## config.mk

```make
export PLATFORM = sky130hd
export DESIGN_NAME = axi4_stream_fifo
export DESIGN_NICKNAME = d
export VERILOG_FILES = /design/src/rtl/axi4_stream_fifo.sv
export SDC_FILE = /design/constraint.sdc
export NUM_CORES = 1
export LEC_CHECK = 0
export BUFFER_PORTS_ARGS = -buffer_cell sky130_fd_sc_hd__buf_2
export CORE_MARGIN = 3
export CORE_UTILIZATION = 50
export CTS_BUF_LIST = sky130_fd_sc_hd__clkbuf_16
export DETAILED_ROUTE_END_ITERATION = 12
export PLACE_DENSITY = 0.69
export SLEW_MARGIN = 20
export SYNTH_ARGS = -nofsm -noshare
export SYNTH_HDL_FRONTEND = slang
export SYNTH_SLANG_ARGS = --single-unit
```

## constraint.sdc

```tcl
create_clock -name ACLK -period 7.1 [get_ports ACLK]
set_input_delay 1.42 -clock ACLK [delete_from_list [all_inputs] [get_ports ACLK]]
set_output_delay 1.42 -clock ACLK [all_outputs]
set_load 0.02 [all_outputs]
```

## src/rtl/axi4_stream_fifo.sv

```systemverilog
// Synchronous AXI4-Stream FIFO: RAM storage plus a registered output stage, full sideband carried.
// Define AXI4_STREAM_FIFO_PACKET_EN for store-and-forward gating with cut-through overflow fallback.
module axi4_stream_fifo #(
   parameter int N_BYTES     = 4,
   parameter int TID_WIDTH   = 4,
   parameter int TDEST_WIDTH = 0,
   parameter int TUSER_WIDTH = 0,
   parameter int DEPTH       = 16,
   localparam int CW  = $clog2(DEPTH + 1),
   localparam int IDW = (TID_WIDTH   > 0) ? TID_WIDTH   : 1,
   localparam int DSW = (TDEST_WIDTH > 0) ? TDEST_WIDTH : 1,
   localparam int UW  = (TUSER_WIDTH > 0) ? TUSER_WIDTH : 1
) (
   input  logic                   ACLK,
   input  logic                   ARESET,
   input  logic                   S_TVALID,
   output logic                   S_TREADY,
   input  logic [8*N_BYTES-1:0]   S_TDATA,
   input  logic [N_BYTES-1:0]     S_TSTRB,
   input  logic [N_BYTES-1:0]     S_TKEEP,
   input  logic                   S_TLAST,
   input  logic [IDW-1:0]         S_TID,
   input  logic [DSW-1:0]         S_TDEST,
   input  logic [UW-1:0]          S_TUSER,
   output logic                   M_TVALID,
   input  logic                   M_TREADY,
   output logic [8*N_BYTES-1:0]   M_TDATA,
   output logic [N_BYTES-1:0]     M_TSTRB,
   output logic [N_BYTES-1:0]     M_TKEEP,
   output logic                   M_TLAST,
   output logic [IDW-1:0]         M_TID,
   output logic [DSW-1:0]         M_TDEST,
   output logic [UW-1:0]          M_TUSER,
   output logic [CW-1:0]          COUNT,
   output logic                   OVERFLOW_CUT
);

   localparam int AW = $clog2(DEPTH);
   localparam int BW = 10 * N_BYTES + 1 + IDW + DSW + UW;
   localparam logic [CW-1:0] FULL_CNT = CW'(DEPTH);

   logic [BW-1:0] mem [DEPTH];
   logic [BW-1:0] wr_word;
   logic [BW-1:0] out_reg;
   logic [AW-1:0] wr_ptr_reg;
   logic [AW-1:0] rd_ptr_reg;
   logic [CW-1:0] count_reg;
   logic [CW-1:0] count_next;
   logic [CW-1:0] mem_cnt_reg;
   logic [CW-1:0] mem_cnt_next;
   logic          out_full_reg;
   logic          out_full_next;
   logic          s_ready_reg;
   logic          m_valid_reg;
   logic          m_valid_next;
   logic          wr;
   logic          rd;
   logic          load;
   logic          release_ok;

   assign wr      = S_TVALID && s_ready_reg;
   assign rd      = m_valid_reg && M_TREADY;
   // COUNT includes the beat parked in out_reg; mem_cnt tracks only what is still in RAM.
   assign load    = (mem_cnt_reg != '0) && (!out_full_reg || rd);
   assign wr_word = {S_TDATA, S_TSTRB, S_TKEEP, S_TLAST, S_TID, S_TDEST, S_TUSER};

   assign count_next    = count_reg + CW'(wr) - CW'(rd);
   assign mem_cnt_next  = mem_cnt_reg + CW'(wr) - CW'(load);
   assign out_full_next = load || (out_full_reg && !rd);
   assign m_valid_next  = out_full_next && release_ok;

   always_ff @(posedge ACLK) begin
      if (wr) begin
         mem[wr_ptr_reg] <= wr_word;
      end
   end

   always_ff @(posedge ACLK) begin
      if (ARESET) begin
         wr_ptr_reg   <= '0;
         rd_ptr_reg   <= '0;
         count_reg    <= '0;
         mem_cnt_reg  <= '0;
         out_full_reg <= 1'b0;
         s_ready_reg  <= 1'b0;
         m_valid_reg  <= 1'b0;
         out_reg      <= '0;
      end else begin
         count_reg    <= count_next;
         mem_cnt_reg  <= mem_cnt_next;
         out_full_reg <= out_full_next;
         m_valid_reg  <= m_valid_next;
         s_ready_reg  <= (count_next < FULL_CNT);
         if (wr) begin
            wr_ptr_reg <= wr_ptr_reg + AW'(1);
         end
         if (load) begin
            rd_ptr_reg <= rd_ptr_reg + AW'(1);
            out_reg    <= mem[rd_ptr_reg];
         end
      end
   end

`ifdef AXI4_STREAM_FIFO_PACKET_EN
   logic [CW-1:0] pkt_cnt_reg;
   logic [CW-1:0] pkt_cnt_next;
   logic          cut_reg;
   logic          cut_next;
   logic          cut_enter;
   logic          ovf_reg;
   logic          pkt_in;
   logic          pkt_out;

   assign pkt_in       = wr && S_TLAST;
   assign pkt_out      = rd && M_TLAST;
   assign pkt_cnt_next = pkt_cnt_reg + CW'(pkt_in) - CW'(pkt_out);
   // A full FIFO holding no complete packet can never drain by itself, so stream it through.
   assign cut_enter    = !cut_reg && (count_reg == FULL_CNT) && (pkt_cnt_reg == '0);
   assign cut_next     = cut_enter || (cut_reg && !pkt_out);
   assign release_ok   = cut_next || (pkt_cnt_reg > CW'(pkt_out));

   always_ff @(posedge ACLK) begin
      if (ARESET) begin
         pkt_cnt_reg <= '0;
         cut_reg     <= 1'b0;
         ovf_reg     <= 1'b0;
      end else begin
         pkt_cnt_reg <= pkt_cnt_next;
         cut_reg     <= cut_next;
         ovf_reg     <= cut_enter;
      end
   end

   assign OVERFLOW_CUT = ovf_reg;
`else
   assign release_ok   = 1'b1;
   assign OVERFLOW_CUT = 1'b0;
`endif

   assign S_TREADY = s_ready_reg;
   assign M_TVALID = m_valid_reg;
   assign COUNT    = count_reg;
   assign {M_TDATA, M_TSTRB, M_TKEEP, M_TLAST, M_TID, M_TDEST, M_TUSER} = out_reg;

endmodule

```

# Word-level counts from Yosys, hierarchy flattened
# Memory sizes are Yosys's and may differ from the RTL's. A register that Yosys moved wholly into a read port is not among the register bits.
# Cells that the tools add are included.
# word_totals
register_bits	20
mem_bits_rw	752
wordCells	25
input_bits	51
memories	1
out_inout_bits	55
# memory_table
memory	depth	word_bits	read_ports	rd_ports_with_merged_regs	write_ports	line_no	text
mem	16	47	1	1	1	42	logic [BW-1:0] mem [DEPTH];
# op_classes
mux	2
reduce_logical	9
order_cmp	1
addsub	6
# ops
cell	count
$add A5 B1 Y5	2
$sub A5 B1 Y5	2
$add A4 B1 Y4 const B	2
$lt A5 B5 Y1 const B	1
$reduce_bool A5 Y1	1
$logic_and A1 B1 Y1	4
$logic_not A1 Y1	2
$logic_or A1 B1 Y1	2
$mux W1	2

# Logic depth before layout (Yosys ltp)
# Gate-level depths: netlist of run 1.
# depth
depth_word	4
ltp_mapped	15
mapped_depth_nobuf	13

# Least setup slack after synthesis of run 1
# Ideal clock, no wire load.
# synth_path
path_kind	in2reg
startpoint	in S_TVALID
endpoint	mem mem[3][0] (netlist name), enable pin
setup_ps	510
required_time_ps	6590
t_arrival_ps	5156
cell_stages	4
path_slack_ps	1434
path_buffers	1
path_cell_list	and2_1 clkbuf_1 nand2_1 nor3_1
# synth_between
elab_chain_len	3
# synth_rtl
item	line_no	text
start, declared	16	input logic S_TVALID,
$logic_and A1 B1 Y1	61	assign wr = S_TVALID && s_ready_reg;
$mux W1	73	if (wr) begin
$mux W1 (implied by the code)	74	mem[wr_ptr_reg] <= wr_word;
end, declared	42	
# Every way passes these cells.

# Worst setup path in the final report of run 1
# layout_path
startpoint	in S_TVALID
endpoint	mem mem[15][32] (netlist name), enable pin
# Same word-level chain as after synthesis.

==> qor.txt, run 1 <==
IO Count - 106
Final GP Congestion - 0.719
clk slew on worst S/H paths - 0.06 ns
wire per inst - 26.6 um
synthesized flop and latch total - 819
Max FO, Critical Path - 27
EDFF count, synth - 752
crit path time final - 3.32 ns
initial antenna violation count - 3
TritonCTS clock tree - built
status - complete, no violations
Leak Pwr - 0.0111 uW
# resized after CTS - 0
number of max-cap violations - 0
H-tree lvl count - 3
Slew HR - 0.292
crit-path cells - buf_2 -> and2_1 -> nand2_1 -> nor2_4 -> buf_4
# DRC - 0
HPWL after DPL - 32300 um
setup TNS - 0 ns
Synth top area share - 0.729
remaining global-route overflow - 0
worst skew pair latency - 0.60 ns
Setup CP Type - primary input to flop
DRT Pass-1 Iters - 5
hold crit path type - flop to flop
Slew @ Worst Pin - 1.06 ns
Critical Path Source - S_TVALID
Final Hold Violating Endpoints - 0
Inserted Clock Buffers - 81
vias per inst - 5.99
worst reg-to-reg path cell count - 5
row count - 90
register area share after synthesis - 0.773
Mapped Cells - 1389
vias in the first global route - 15145
Critical Path RT - 7.32 ns
clock buffer depth - 3
final setup violation count - 0
most common cell after layout, fill and taps aside - edfxtp_1
max incr delay on CP - 0.73 ns
Post-Route WL - 63100 um
arrival time worst endpoint - 3.54 ns
commonest cells after routing, fill and taps aside - edfxtp_1, mux4_2, buf_2
final net count - 1596
Crit path buffers/inverters - 2
Post-DRT Antenna Nets - 0
port bufs - 104
area leader, netlist - edfxtp_1
maximum achievable frequency - 0.301 GHz
Area growth syn-to-layout - 12.7%
skew final - 0.0189 ns
crit path capture - mem[15][32]
period utilisation layout - 0.468
clock root buffer - clkbuf_16
crit start category - primary input
reg-to-reg startpoint - rd_ptr_reg[0]
DIE WIDTH - 255 um
fill cell count - 4369
CP endpoint kind - flop
first-pass GRT wire length - 95400 um
Critical Path Stages - 5
Starting Density - 0.509
vias - 14221
predominant post-synthesis flop cell - edfxtp_1
Cell Pwr Density - 352 nW/um^2
Net Count, Synth - 1458
r2r setup slk - 4.08 ns
post-synth cell types - 31
Total GRT Usage - 0.200
Iter 0 DRT Violations - 1289
number of flip-flops in the largest register - 752
largest net degree at the start of global routing - 98
Top delay family on crit path - simple AND/OR/NAND/NOR gates
layout cells sized above 1 - 0.311
Vert. Die Dim - 255 um
ys async rst share - 0
Area contributors post-synth - edfxtp_1, mux4_2, dfxtp_1
DIE AREA - 64900 um^2
RSZ-0062 raised after global routing - false
CTS sink cnt - 819
RR Endpoint - out_reg[39]
Post-CTS Setup Bufs - 0
Ys Warns - 0
core box area - 60800 um^2
Mean Syn Cell Area - 22.3 um^2
Placed Area - 32400 um^2
hold buffer count at cts - 0
Finished Cell Area - 34900 um^2
Max IR drop VDD - 0.000223 V
CP max stage cell - nor2_4
Post-Syn Area - 31000 um^2
Final Max Slew Viols - 0
[cell usage after synthesis, types with 2 or more instances]
cell type,number
ha_1,16
nand4_1,2
mux4_2,188
and2_1,4
nor2_1,73
clkbuf_1,26
a21o_1,3
nor2b_1,6
mux2i_1,48
dfxtp_1,67
a221o_1,47
xnor2_1,5
nand3_1,4
buf_4,2
nand2_1,7
inv_1,16
edfxtp_1,752
a21oi_1,6
fa_1,2
buf_1,6
buf_6,7
nor3_1,5
xor2_1,7
buf_2,35
mux2_2,47
nand2b_1,3
[power by group]
part | switching, uW | internal (uW)
logic | 1330 | 1310
clock network | 1700 | 2220
registers | 221 | 5490
total | 3250 | 9020
[kinds of logic (layout without fill, tap and decap cells)]
group,count (synthesis),after routing,synth area share
buffers and inverters,92,292,0.0145
AND/OR/NAND/NOR,107,107,0.0151
adder cells (fa/ha/maj),18,18,0.00776
AO/OA/AOI/OAI,57,57,0.0171
other,1,4,0.000121
XOR/XNOR,12,12,0.00339
multiplexers,283,283,0.169
flip-flops,819,819,0.773
[area by class of cell]
cell class	instances	area, um^2	share of cell area
Clock buffer	83	2080	0.0595
Antenna cell	3	7.51	0.000215
Timing Repair Buffer	131	756	0.0217
Multi-Input combinational cell	478	6710	0.192
Clock inverter	62	360	0.0103
Sequential cell	819	23900	0.686
Inverter	16	60.1	0.00172
Tap cell	782	978	0.0280
[how the worst min path moves through the flow]
stage | to | cells past startpoint | start | slack, ns
floorplan | wr_ptr_reg[1] | 2 | wr_ptr_reg[1] | 0.48
global placement | out_reg[38] | 1 | out_reg[38] | 0.46
detailed placement | out_reg[38] | 1 | out_reg[38] | 0.47
CTS | out_reg[38] | 1 | out_reg[38] | 0.48
global route | out_reg[43] | 1 | out_reg[43] | 0.50
finish | out_reg[43] | 1 | out_reg[43] | 0.48
[per-layer routing]
| layer | part of all wire | up-vias | track usage |
|---|---|---|---|
| met1 | 0.42 | 7638 | 0.278 |
| met4 | 0.020 | 0 | 0.0544 |
| met5 | 0 | - | 0 |
| li1 | - | 6076 | - |
| met2 | 0.50 | 411 | 0.335 |
| met3 | 0.051 | 96 | 0.0318 |
[stage by stage]
step | hold WS [ns] | total power, uW | utilization | worst slack, ns | std cells
global route | 0.498 | 12800 | 0.574 | 3.72 | 2372
CTS | 0.484 | 12400 | 0.573 | 3.68 | 2370
finish | 0.481 | 12300 | 0.574 | 3.78 | 2374
floorplan | 0.482 | 7790 | - | 1.43 | 1389
detailed placement | 0.470 | 8500 | 0.533 | 3.04 | 2225
global placement | 0.464 | 8480 | 0.533 | 3.16 | 2225
No activity file was read; power rests on OpenSTA's default activity.
==> run 2, diff against run 1 <==
--- a/config.mk
+++ b/config.mk
@@ -10,7 +10,7 @@
 export CORE_UTILIZATION = 50
 export CTS_BUF_LIST = sky130_fd_sc_hd__clkbuf_16
 export DETAILED_ROUTE_END_ITERATION = 12
-export PLACE_DENSITY = 0.69
+export PLACE_DENSITY = 0.72
 export SLEW_MARGIN = 20
 export SYNTH_ARGS = -nofsm -noshare
 export SYNTH_HDL_FRONTEND = slang
==> constraint.sdc (replaced) <==
create_clock -name ACLK -period 3 [get_ports ACLK]
set_input_delay 0.6 -clock ACLK [delete_from_list [all_inputs] [get_ports ACLK]]
set_output_delay 0.6 -clock ACLK [all_outputs]
set_load 0.02 [all_outputs]
==> run 2 against run 1 <==
Against the previous run:
- non-clock buffer count up 26
- largest power group unchanged
- critical path depth grew 8
- combinational power grew to 2.5 times the previous value
- critical endpoint is now mem_cnt_reg[4]
- critical path type is now flop to flop
- die area is the same
- clock-buffer cell count decreased by 1
- largest cell class unchanged
==> qor.txt, run 2 (synthesis results as in run 1) <==
IO Count - 106 (unchanged)
final setup violation count - 0 (unchanged)
crit path capture - mem_cnt_reg[4]
Final Max Slew Viols - 0 (unchanged)
clock share of power - 0.321 (about the same)
commonest cells after routing, fill and taps aside - edfxtp_1, mux4_2, buf_2
final net count - 1621 (+1.6%)
status - complete, no violations
# resized after CTS - 0 (unchanged)
crit path time final - 2.81 ns
Slew HR - 0.440 (+0.149)
Post-Route WL - 65100 um (+3.1%)
hold crit path type - primary input to flop
Critical Path Source - mem_cnt_reg[3]
number of flip-flops in the largest register - 752 (unchanged)
number of max-cap violations - 0 (unchanged)
worst reg-to-reg path cell count - 13 (+8)
crit-path cells - inv_1 -> ha_1 -> or4b_1 -> and2_1 -> ha_1 -> inv_1 -> ha_1 -> inv_1 -> fa_1 -> nor2b_1 -> o21bai_1 -> a21oi_1 -> nor3b_1
Setup CP Type - flop to flop
Max IR drop VDD - 0.000453 V (+100%)
Final Util - 0.584 (+0.0101)
most common cell after layout, fill and taps aside - edfxtp_1
row count - 90 (unchanged)
register cell area after layout - 23900 um^2 (unchanged)
Critical Path RT - 3.48 ns (-3.84 ns)
vias in the first global route - 14931 (-1.4%)
# DRC - 0 (unchanged)
switch share - 0.264 (-0.000681)
hold buffer count at cts - 0 (unchanged)
remaining global-route overflow - 0 (unchanged)
Slew @ Worst Pin - 0.837 ns (-0.225 ns)
multi-input logic area - 6740 um^2 (+0.37%)
H-tree lvl count - 3 (unchanged)
Sequential Power Share - 0.456 (-0.009)
HPWL after DPL - 34000 um (+5.2%)
Leak Pwr - 0.0113 uW (+1.8%)
pre-CTS setup slack - 0.147 ns (-2.90 ns)
Inserted Clock Buffers - 80 (-1.2%)
Pint - 21700 uW (+140%)
Cell Pwr Density - 832 nW/um^2 (+140%)
DIE AREA - 64900 um^2 (unchanged)
Final GP Congestion - 0.709 (-1.4%)
RR Endpoint - mem_cnt_reg[4]
Post-CTS Setup Bufs - 0 (unchanged)
RSZ-0062 raised after global routing - false
Area growth syn-to-layout - 14.7%
Critical Path Stages - 13 (+8)
Crit path buffers/inverters - 3 (+1)
setup ws final - 0.195 ns (-3.59 ns)
CP max stage cell - or4b_1
DIE WIDTH - 255 um (unchanged)
layout cells sized above 1 - 0.322 (+0.0107)
maximum achievable frequency - 0.357 GHz
Psw - 7800 uW (+140%)
largest net degree at the start of global routing - 65 (-34%)
Final Hold Violating Endpoints - 0 (unchanged)
clock buffer depth - 3 (unchanged)
DRT Pass-1 Iters - 6 (+1)
vias - 14351 (+0.91%)
Top delay family on crit path - adder cells
Inst Count DP - 2252 (+1.2%)
Starting Density - 0.509 (unchanged)
reg-to-reg startpoint - mem_cnt_reg[3]
Post-DRT Antenna Nets - 0 (unchanged)
first-pass GRT wire length - 96800 um (+1.5%)
TritonCTS clock tree - built
clock root buffer - clkbuf_16
r2r setup slk - 0.19 ns (-3.89 ns)
CP endpoint kind - flop
crit start category - flop
core box area - 60800 um^2 (unchanged)
period utilisation layout - 0.935
Comb pwr share - 0.223 (+0.008)
Iter 0 DRT Violations - 1432 (+11%)
Post-Layout Cell Count - 2404 (+1.3%)
Max FO, Critical Path - 4 (-85%)
Total GRT Usage - 0.205 (+0.00521)
clk slew on worst S/H paths - 0.06 ns (about the same)
fill cell count - 4318 (-1.2%)
worst skew pair latency - 0.62 ns (+0.02 ns)
initial antenna violation count - 9 (+6)
wire per inst - 27.1 um (+1.8%)
arrival time worst endpoint - 3.28 ns (-0.26 ns)
CTS sink cnt - 819 (unchanged)
vias per inst - 5.97 (-0.35%)
skew final - 0.0235 ns (+0.00457 ns)
max incr delay on CP - 0.45 ns (-0.28 ns)
Vert. Die Dim - 255 um (unchanged)
port bufs - 104 (unchanged)
Hold Path Stages - 1 (unchanged)
-- run 2: changes by cell type in the layout (fill, tap and decap cells not counted), sizes merged --
cell | previous run | this run
buf | 131 | 157
clkinv | 34 | 31
clkinvlp | 1 | 6
bufinv | 3 | 5
diode | 3 | 5
inv | 40 | 39
clkbuf | 83 | 82
-- run 2: layer usage --
layer | track usage | wire length [um]
met5 | 0 | 54
met4 | 0.0629 | 1470
met3 | 0.0364 | 4350
met2 | 0.352 | 33500
met1 | 0.272 | 25700
-- run 2: through the flow --
stage                     area [um^2]  hold WS, ns  power, uW  TNS (ns)
after CTS                       35500        0.318      29800         0
after detailed placement        33000        0.466      20400         0
after global routing            35500        0.351      30700         0
final                           35500        0.353      29500         0
after floorplan                 31000        0.482      18400   -239.34
after global placement          33000        0.466      20300         0
-- run 2: power groups by stage --
stage	Sequential, uW	Clock [uW]	Combinational (uW)
after CTS	13500	9660	6710
after global placement	13700	0	6570
final	13500	9480	6580
after floorplan	13900	0	4560
after global routing	13500	10100	7120
after detailed placement	13700	0	6670
-- run 2: worst min path at each step --
stage / to / slack [ns] / start
after global placement: out_reg[26] / 0.47 / out_reg[26]
final: mem[2][14] / 0.35 / S_TSTRB[3]
after detailed placement: out_reg[23] / 0.47 / out_reg[23]
after CTS: mem[2][14] / 0.32 / S_TSTRB[3]
after floorplan: wr_ptr_reg[1] / 0.48 / wr_ptr_reg[1]
after global routing: mem[11][46] / 0.35 / S_TDATA[31]
-- run 2: cell type report --
| cell class | instances | share of cell area |
|---|---|---|
| repair buffers | 157 | 0.0364 |
| clock inverters | 65 | 0.0122 |
| diodes | 5 | 0.000352 |
| flip-flops and latches | 819 | 0.674 |
| clock buffers | 82 | 0.0578 |
| multi-input cells | 478 | 0.190 |
| inverters | 16 | 0.00169 |
| well taps | 782 | 0.0276 |
-- run 2: worst register-to-register path, cell delays in order (launching register included) --
cell and delay, ns:
dfxtp_1 0.31, inv_1 0.08, ha_1 0.14, or4b_1 0.45
and2_1 0.23, ha_1 0.30, inv_1 0.06, ha_1 0.15
inv_1 0.06, fa_1 0.41, nor2b_1 0.17, o21bai_1 0.10
a21oi_1 0.16, nor3b_1 0.06
